[src/rtl/store_writer.sv]
// rtl/store_writer.sv - store formatter and in-order write buffer onto an Avalon-style data-memory port
//
// Accepts sb/sh/sw requests, places the data on the right byte lanes with
// matching byte-enables, and queues each formatted write.
// The buffer head drives the memory write port.
// Optional feature macro: STORE_ALIGN_CHECK_EN
//   When defined, misaligned sh/sw are accepted, dropped, and flagged for one cycle.
//
// Ports:
//   clk, reset            clock; asynchronous active-low reset
//   st_valid/st_ready     store request handshake
//   st_size               1=sb, 2=sh, 3=sw, 0=reserved (accepted and dropped)
//   st_addr, st_data      byte address and register data
//   mem_address           word-aligned head address (zero when empty)
//   mem_write             head valid
//   mem_writedata         lane-aligned head data (zero when empty)
//   mem_byteenable        head lane enables (zero when empty)
//   mem_waitrequest       slave stall
//   busy                  buffer non-empty
//   st_misaligned         one-cycle misaligned-store pulse (0 without the macro)
module store_writer #(
  parameter int DEPTH = 2
) (
  input  logic        clk,
  input  logic        reset,
  input  logic        st_valid,
  output logic        st_ready,
  input  logic [1:0]  st_size,
  input  logic [31:0] st_addr,
  input  logic [31:0] st_data,
  output logic [31:0] mem_address,
  output logic        mem_write,
  output logic [31:0] mem_writedata,
  output logic [3:0]  mem_byteenable,
  input  logic        mem_waitrequest,
  output logic        busy,
  output logic        st_misaligned
);

  localparam int PW = $clog2(DEPTH);
  localparam int CW = $clog2(DEPTH + 1);

  logic [29:0]   addr_q [DEPTH];
  logic [31:0]   data_q [DEPTH];
  logic [3:0]    be_q   [DEPTH];
  logic [PW-1:0] wr_ptr;
  logic [PW-1:0] rd_ptr;
  logic [CW-1:0] count;

  logic [31:0] fmt_data;
  logic [3:0]  fmt_be;
  logic        mis;
  logic        accept;
  logic        enq;
  logic        deq;

  // Lane formatting happens at enqueue so the head entry is bus-ready.
  always_comb begin
    fmt_data = st_data;
    fmt_be   = 4'b0000;
    case (st_size)
      2'd1: begin
        fmt_data = {4{st_data[7:0]}};
        case (st_addr[1:0])
          2'd0:    fmt_be = 4'b0001;
          2'd1:    fmt_be = 4'b0010;
          2'd2:    fmt_be = 4'b0100;
          default: fmt_be = 4'b1000;
        endcase
      end
      2'd2: begin
        fmt_data = {2{st_data[15:0]}};
        fmt_be   = st_addr[1] ? 4'b1100 : 4'b0011;
      end
      2'd3: begin
        fmt_data = st_data;
        fmt_be   = 4'b1111;
      end
      default: begin
        fmt_data = st_data;
        fmt_be   = 4'b0000;
      end
    endcase
  end

`ifdef STORE_ALIGN_CHECK_EN
  assign mis = ((st_size == 2'd2) && st_addr[0]) ||
               ((st_size == 2'd3) && (st_addr[1:0] != 2'b00));
`else
  assign mis = 1'b0;
`endif

  // No pass-through when full: a same-cycle retire does not open a slot.
  assign st_ready = (count != CW'(DEPTH));
  assign accept   = st_valid && st_ready;
  assign enq      = accept && (st_size != 2'd0) && !mis;
  assign mem_write = (count != '0);
  assign deq      = mem_write && !mem_waitrequest;
  assign busy     = mem_write;

  assign mem_address    = mem_write ? {addr_q[rd_ptr], 2'b00} : 32'h0;
  assign mem_writedata  = mem_write ? data_q[rd_ptr] : 32'h0;
  assign mem_byteenable = mem_write ? be_q[rd_ptr] : 4'b0000;

  always_ff @(posedge clk or negedge reset) begin
    if (!reset) begin
      count  <= '0;
      wr_ptr <= '0;
      rd_ptr <= '0;
      for (int i = 0; i < DEPTH; i++) begin
        addr_q[i] <= '0;
        data_q[i] <= '0;
        be_q[i]   <= '0;
      end
    end else begin
      if (enq) begin
        addr_q[wr_ptr] <= st_addr[31:2];
        data_q[wr_ptr] <= fmt_data;
        be_q[wr_ptr]   <= fmt_be;
        wr_ptr         <= wr_ptr + 1'b1;
      end
      if (deq) begin
        rd_ptr <= rd_ptr + 1'b1;
      end
      case ({enq, deq})
        2'b10:   count <= count + 1'b1;
        2'b01:   count <= count - 1'b1;
        default: count <= count;
      endcase
    end
  end

`ifdef STORE_ALIGN_CHECK_EN
  logic mis_q;
  always_ff @(posedge clk or negedge reset) begin
    if (!reset) begin
      mis_q <= 1'b0;
    end else begin
      mis_q <= accept && mis;
    end
  end
  assign st_misaligned = mis_q;
`else
  assign st_misaligned = 1'b0;
`endif

endmodule

[config.mk]
export PLATFORM = sky130hd
export DESIGN_NAME = store_writer
export DESIGN_NICKNAME = d
export VERILOG_FILES = /design/src/rtl/store_writer.sv
export SDC_FILE = /design/constraint.sdc
export NUM_CORES = 1
export LEC_CHECK = 0
export CAP_MARGIN = 30
export CORE_ASPECT_RATIO = 0.6
export CORE_MARGIN = 10
export CORE_UTILIZATION = 46
export CTS_CLUSTER_DIAMETER = 50
export CTS_CLUSTER_SIZE = 12
export DETAILED_ROUTE_END_ITERATION = 8
export PLACE_DENSITY = 0.73
export REMOVE_ABC_BUFFERS = 1
export SLEW_MARGIN = 5
export SYNTH_ARGS = -nofsm -noshare
export SYNTH_HDL_FRONTEND = slang
export SYNTH_SLANG_ARGS = --single-unit
[constraint.sdc]
create_clock -name clk -period 2.01 [get_ports clk]
set_input_delay 0.5025 -clock clk [delete_from_list [all_inputs] [get_ports clk]]
set_output_delay 0.5025 -clock clk [all_outputs]
set_load 0.1 [all_outputs]
### Yosys cells after proc, flatten, opt, wreduce, memory -nomap -nowiden

Cells that the tools add are included.

| word-level totals | value |
|---|---|
| input bits | 70 |
| logic and storage cells | 61 |
| output and inout port bits | 72 |
| register bits | 136 |

| operators by class | value |
|---|---|
| equal/unequal tests | 8 |
| bitwise operators | 2 |
| muxes and demuxes | 26 |
| add/subtract/negate cells | 4 |
| reduce and logical (&&, ||, !) cells | 9 |
| magnitude comparators | 3 |

Operators with widths:

| cell | number |
|---|---|
| $mux W32 | 6 |
| $mux W30 | 4 |
| $bwmux W64 | 1 |
| $pmux W32 S2 | 1 |
| $bwmux W60 | 1 |
| $demux W32 S1 | 1 |
| $demux W30 S1 | 1 |
| $mux W4 | 6 |
| $pmux W4 S3 | 2 |
| $bwmux W8 | 1 |
| $eq A2 B2 Y1 const B | 4 |
| $eq A2 B1 Y1 const B | 3 |
| $reduce_bool A2 Y1 | 3 |
| $demux W4 S1 | 1 |
| $ge A2 B2 Y1 const B | 2 |
| $logic_and A1 B1 Y1 | 4 |
| $not A1 Y2 | 2 |
| $pmux W2 S2 | 1 |
| $add A1 B1 Y1 const B | 2 |
| $add A2 B1 Y2 const B | 1 |
| $logic_not A2 Y1 | 1 |
| $lt A2 B1 Y1 const B | 1 |
| $ne A2 B2 Y1 const B | 1 |
| $sub A2 B1 Y2 const B | 1 |
| $logic_not A1 Y1 | 1 |

### Depth between registers and ports, before layout

| depth | value |
|---|---|
| depth in word-level cells | 6 |
| depth in mapped cells | 8 |
| gate-level depth less buffers | 8 |

### Worst setup path before layout

Ideal clock, no wire load.

| timing | value |
|---|---|
| path type | reg2out |
| start point | register rd_ptr |
| end point | output mem_writedata[10] |
| stages on the path, launching flop included | 6 |
| required time | 1.507 ns |
| slack | -0.799 ns |
| path buffers | 3 |
| data arrival time | 2.307 ns |
| cells stage by stage | dfrtp_1 clkbuf_1 buf_2 buf_2 mux2i_1 nor2_1 |

| between the ends | value |
|---|---|
| longest elaborated chain between the ends | 5 |

RTL lines:

| item | line | text |
|---|---|---|
| from (decl) | 47 | `logic [PW-1:0] rd_ptr;` |
| from (signal assigned) | 123 | `rd_ptr <= rd_ptr + 1'b1;` |
| $not A1 Y2 (implied by the code) | 102 | `assign mem_writedata = mem_write ? data_q[rd_ptr] : 32'h0;` |
| $mux W32 (implied by the code) (3 in a row) | 102 |  |
| $mux W32 | 102 |  |
| to (decl) | 33 | `output logic [31:0] mem_writedata,` |

Every way passes these cells. The select of a mux whose other input is x is not followed.

### Worst setup path after layout

| timing | value |
|---|---|
| start point | register rd_ptr |
| end point | output mem_writedata[22] |

The elaborated chain is that of the path after synthesis.

==> results <==
- The run finished, with violations left.
- The checks that failed: negative setup slack.
- Counting flops and latches in the post-synthesis netlist gives 136.
- For the finished layout, the period the worst path requires is 2.250 ns.
- The total number of vias is 4827.
- The count of fill cells added during filler insertion is 939.
- The number of cells on the worst reg-to-reg path is 6.
- The number of routed nets with antenna violations is 0.
- The clock drives 136 sinks.
- Summed over all layers, the routed wires come to 19.65 mm.
- The reg2reg setup slack is 0.17 ns.
- The max-capacitance violation count is 0.
- After technology mapping, the gate count stands at 521.
- The worst register-to-register path begins at count[0].
- The net count of the finished layout is 760.
- The synthesized cell area is 6755 µm².
- TritonCTS built the clock tree.
- The largest net degree at the start of global routing is 57.
- In the routed layout, each cell is associated on average with a via count of 5.381.
- The quantity of I/O buffers inserted on ports is 138.
- Traced cell by cell, the critical path runs through buf_12, mux2i_1, nor2_2, buf_12.
- The maximum buffer depth of the clock tree is 2.
- Across the routed clock network, the largest skew measured is 0.009413 ns.
- The worst setup path is captured at an output pin.
- The required time of the worst setup path is 1.51 ns.
- After detailed routing, the number of remaining DRC violations is 0.
- Buffers inserted to repair hold after CTS numbered 0.
- The cell type with the highest aggregate area in the netlist is dfrtp_1.
- The placer congestion estimate is 0.8176.
- The number of global-route vias before repair came to 5200.
- The arrival time at the worst endpoint is 1.75 ns.
- The height of the die is 113.9 µm.
- The final number of hold-violating endpoints came to 0.
- In this run the horizontal extent of the chip is 176.4 µm.
- For this run, the leading register cell type out of synthesis is dfrtp_1.
- The tree is rooted in a clkbuf_16.
- Once the floorplan was initialized, standard cells occupied 46.84% of the core.
- The initial antenna violation count is 1.
- The number of synthesized flops with an enable pin is 0.
- Counting tap cells, the placed design contains a total of 845 instances.
- The number of I/O pins is 142.
- The type of the worst min-delay path is in -> async.
- Compared with the post-synthesis result, the final layout area differs by 52.12%.
- After detailed routing, the average wire length per cell comes to 21.91 µm.
- The largest stage delay on the critical path is 0.47 ns.
- The global-route wire length before repair is 30.33 mm.
- The count of unique library cells instantiated by Yosys is 34.
- The layout cell share with drive strength beyond 1 is 43.04%.
- The number of buffers created by CTS is 17.
- The proportion of synthesized flip-flops having asynchronous set or reset is 100.0%.
- The multi-input combinational cell area is 3239 µm².
- The startpoint type of the worst setup path is a flop.
- The maximum net fanout on the critical path is 27.
- Counting stages on the worst path, the most repeated cell is buf_12.
- The path type of the worst setup path is reg -> out.
- After clock tree synthesis, the clock-pin slew on the worst setup and hold paths is 0.07 ns.
- Measured against its own limit, the worst slew margin works out to 60.82%.
- Sequential cells were found to cover 50.38% of the synthesized design area.
- The mean instance size in the synthesized netlist is 12.97 µm².
- The worst slack at placement is -0.5362 ns.
- Setup violations remaining at the end of the flow were counted as 68.
- Derived from the worst setup path, the maximum achievable clock frequency is 444.5 MHz.
- The first routing iteration left 308 violations.
- Across every metal layer, demand over resource in global routing totals 19.11%.
- In the finished design, the share of the clock period the worst path needs comes to 111.9%.
- The detailed placer's ending HPWL is 12.64 mm.
- The slew at the pin with the worst max-slew slack is 0.5877 ns.
- The final count of pins violating max slew is 0.
- In the post-route analysis, the smallest setup slack over all paths is -0.2396 ns.
- The count of warnings emitted by yosys is 0.
- The die covers 20090 µm².
- The insertion delay of the later-clocked pin in the worst-skew pair is 0.42 ns.
- The floorplan has 34 rows.
- By area the synthesized netlist is led by dfrtp_1 50%, mux2i_1 9.8%, mux2_2 8.7%, mux2_4 8.7%, mux2_1 6.5%.
- Across the whole layout, storage elements account for 3410 µm².
- The core outline area is 14420 µm².
- After synthesis, the largest area contributor takes up 50.38% of total cell area.
- Sorting the synthesized cells by how often they occur yields 136 x dfrtp_1, 78 x nor2_1, 66 x mux2i_1.
- For this run the aggregate overflow at the end of global routing stands at 0.
- The H-tree was split into 4 levels.
- Among all cell types in the netlist, the one instantiated most often is dfrtp_1.
- The final standard cell count with taps included and fillers excluded is 897.
- The endpoint of the most critical register-to-register path is count[1].
- The first detailed-routing pass took 4 iterations.
- Setup repair after global routing could not meet its margin everywhere.
- At the end of the flow the core is filled with cells to 71.26%.
- The critical path's slowest cell is dfrtp_4.
critical path, delay by kind of cell, from the launching register on:
| kind | cells | cell delay, ns |
|---|---|---|
| and+or+nand+nor | 1 | 0.09 |
| buffers and inverters | 2 | 0.41 |
| muxes | 1 | 0.31 |
| DFF | 1 | 0.47 |
how the worst max path moves through the flow:
stage                    start                 to  slack [ns]  depth (start not counted)
CTS                     rd_ptr   mem_writedata[9]       -0.24                          4
finish                  rd_ptr  mem_writedata[22]       -0.24                          4
detailed placement  st_size[0]         addr_q[51]       -0.54                          7
global placement    st_size[0]         addr_q[40]       -0.49                          7
floorplan             count[0]               busy       -2.85                          2
global route          count[0]          mem_write       -0.28                          5
kinds of logic after synthesis:
group                      count (synthesis)  share of synthesized area [%]
muxes                                    196                          33.62
other                                      1                        0.05551
xor gates and xnor gates                   5                         0.6484
and+or+nand+nor                           90                          5.631
buffers and inverters                     46                          4.093
adders and majority gates                  6                          1.111
AOI/OAI and AO/OA                         41                          4.464
DFF                                      136                          50.38
stage by stage:
| step | setup TNS (ns) | hold WS (ns) | area [µm²] |
|---|---|---|---|
| 4_1_cts | -12.72 | 0.06474 | 10110 |
| 5_1_grt | -15.11 | 0.08827 | 10270 |
| 3_3_place_gp | -50.11 | 0.4656 | 9196 |
| 2_1_floorplan | -365.09 | 0.2069 | 6513 |
| 3_5_place_dp | -56.03 | 0.4740 | 9196 |
| 6_report | -11.64 | 0.04959 | 10280 |
what timing repair did:
item	CTS	global route
pin swaps	7	9
gates cloned	5	4
setup endpoints to repair	141	74
setup buffers	6	3
resized for setup	49	20
state kept, by name, indices dropped and copies added, names as in the netlist:
name,cells
wr_ptr,1
rd_ptr,1
data_q,64
be_q,8
addr_q,60
count,2
metal layers:
metal	GRT usage (%)	wire length, µm	up-vias
met3	6.073	1834	27
met4	5.912	280	0
li1	-	-	2163
met1	25.90	8796	2449
met2	28.59	8741	188
met5	0	0	-
layout make-up:
type | count | share of cell area (%)
flip-flops and latches | 136 | 33.18
multi-input cells | 341 | 31.52
repair buffers | 181 | 26.84
clock buffers | 19 | 4.408
well taps | 198 | 2.411
clock inverters | 13 | 1.303
inverters | 7 | 0.2922
diodes | 2 | 0.04870
placed cells by master, fill, tap and decap left out, types with 2 or more instances in the layout:
cell,count
nand2_1,2
clkinvlp_4,4
mux2i_2,2
bufbuf_16,2
inv_6,6
dlygate4sd2_1,2
buf_12,83
inv_1,2
dfrtp_1,133
buf_6,6
inv_2,4
clkbuf_16,20
mux2i_1,64
ha_1,6
conb_1,3
buf_4,15
a22o_1,17
clkdlybuf4s50_1,66
mux2_4,39
diode_2,2
nor2_1,31
xor2_1,2
a22oi_1,8
a21oi_1,11
mux2_2,52
mux2_1,39
nor2_2,46
buf_16,3
xnor2_1,3
dfrtp_2,2
clkbuf_8,2
clkinv_4,2
Power is not shown: default switching activity piles up to over one toggle a cycle in this logic, so the estimate is an artifact.
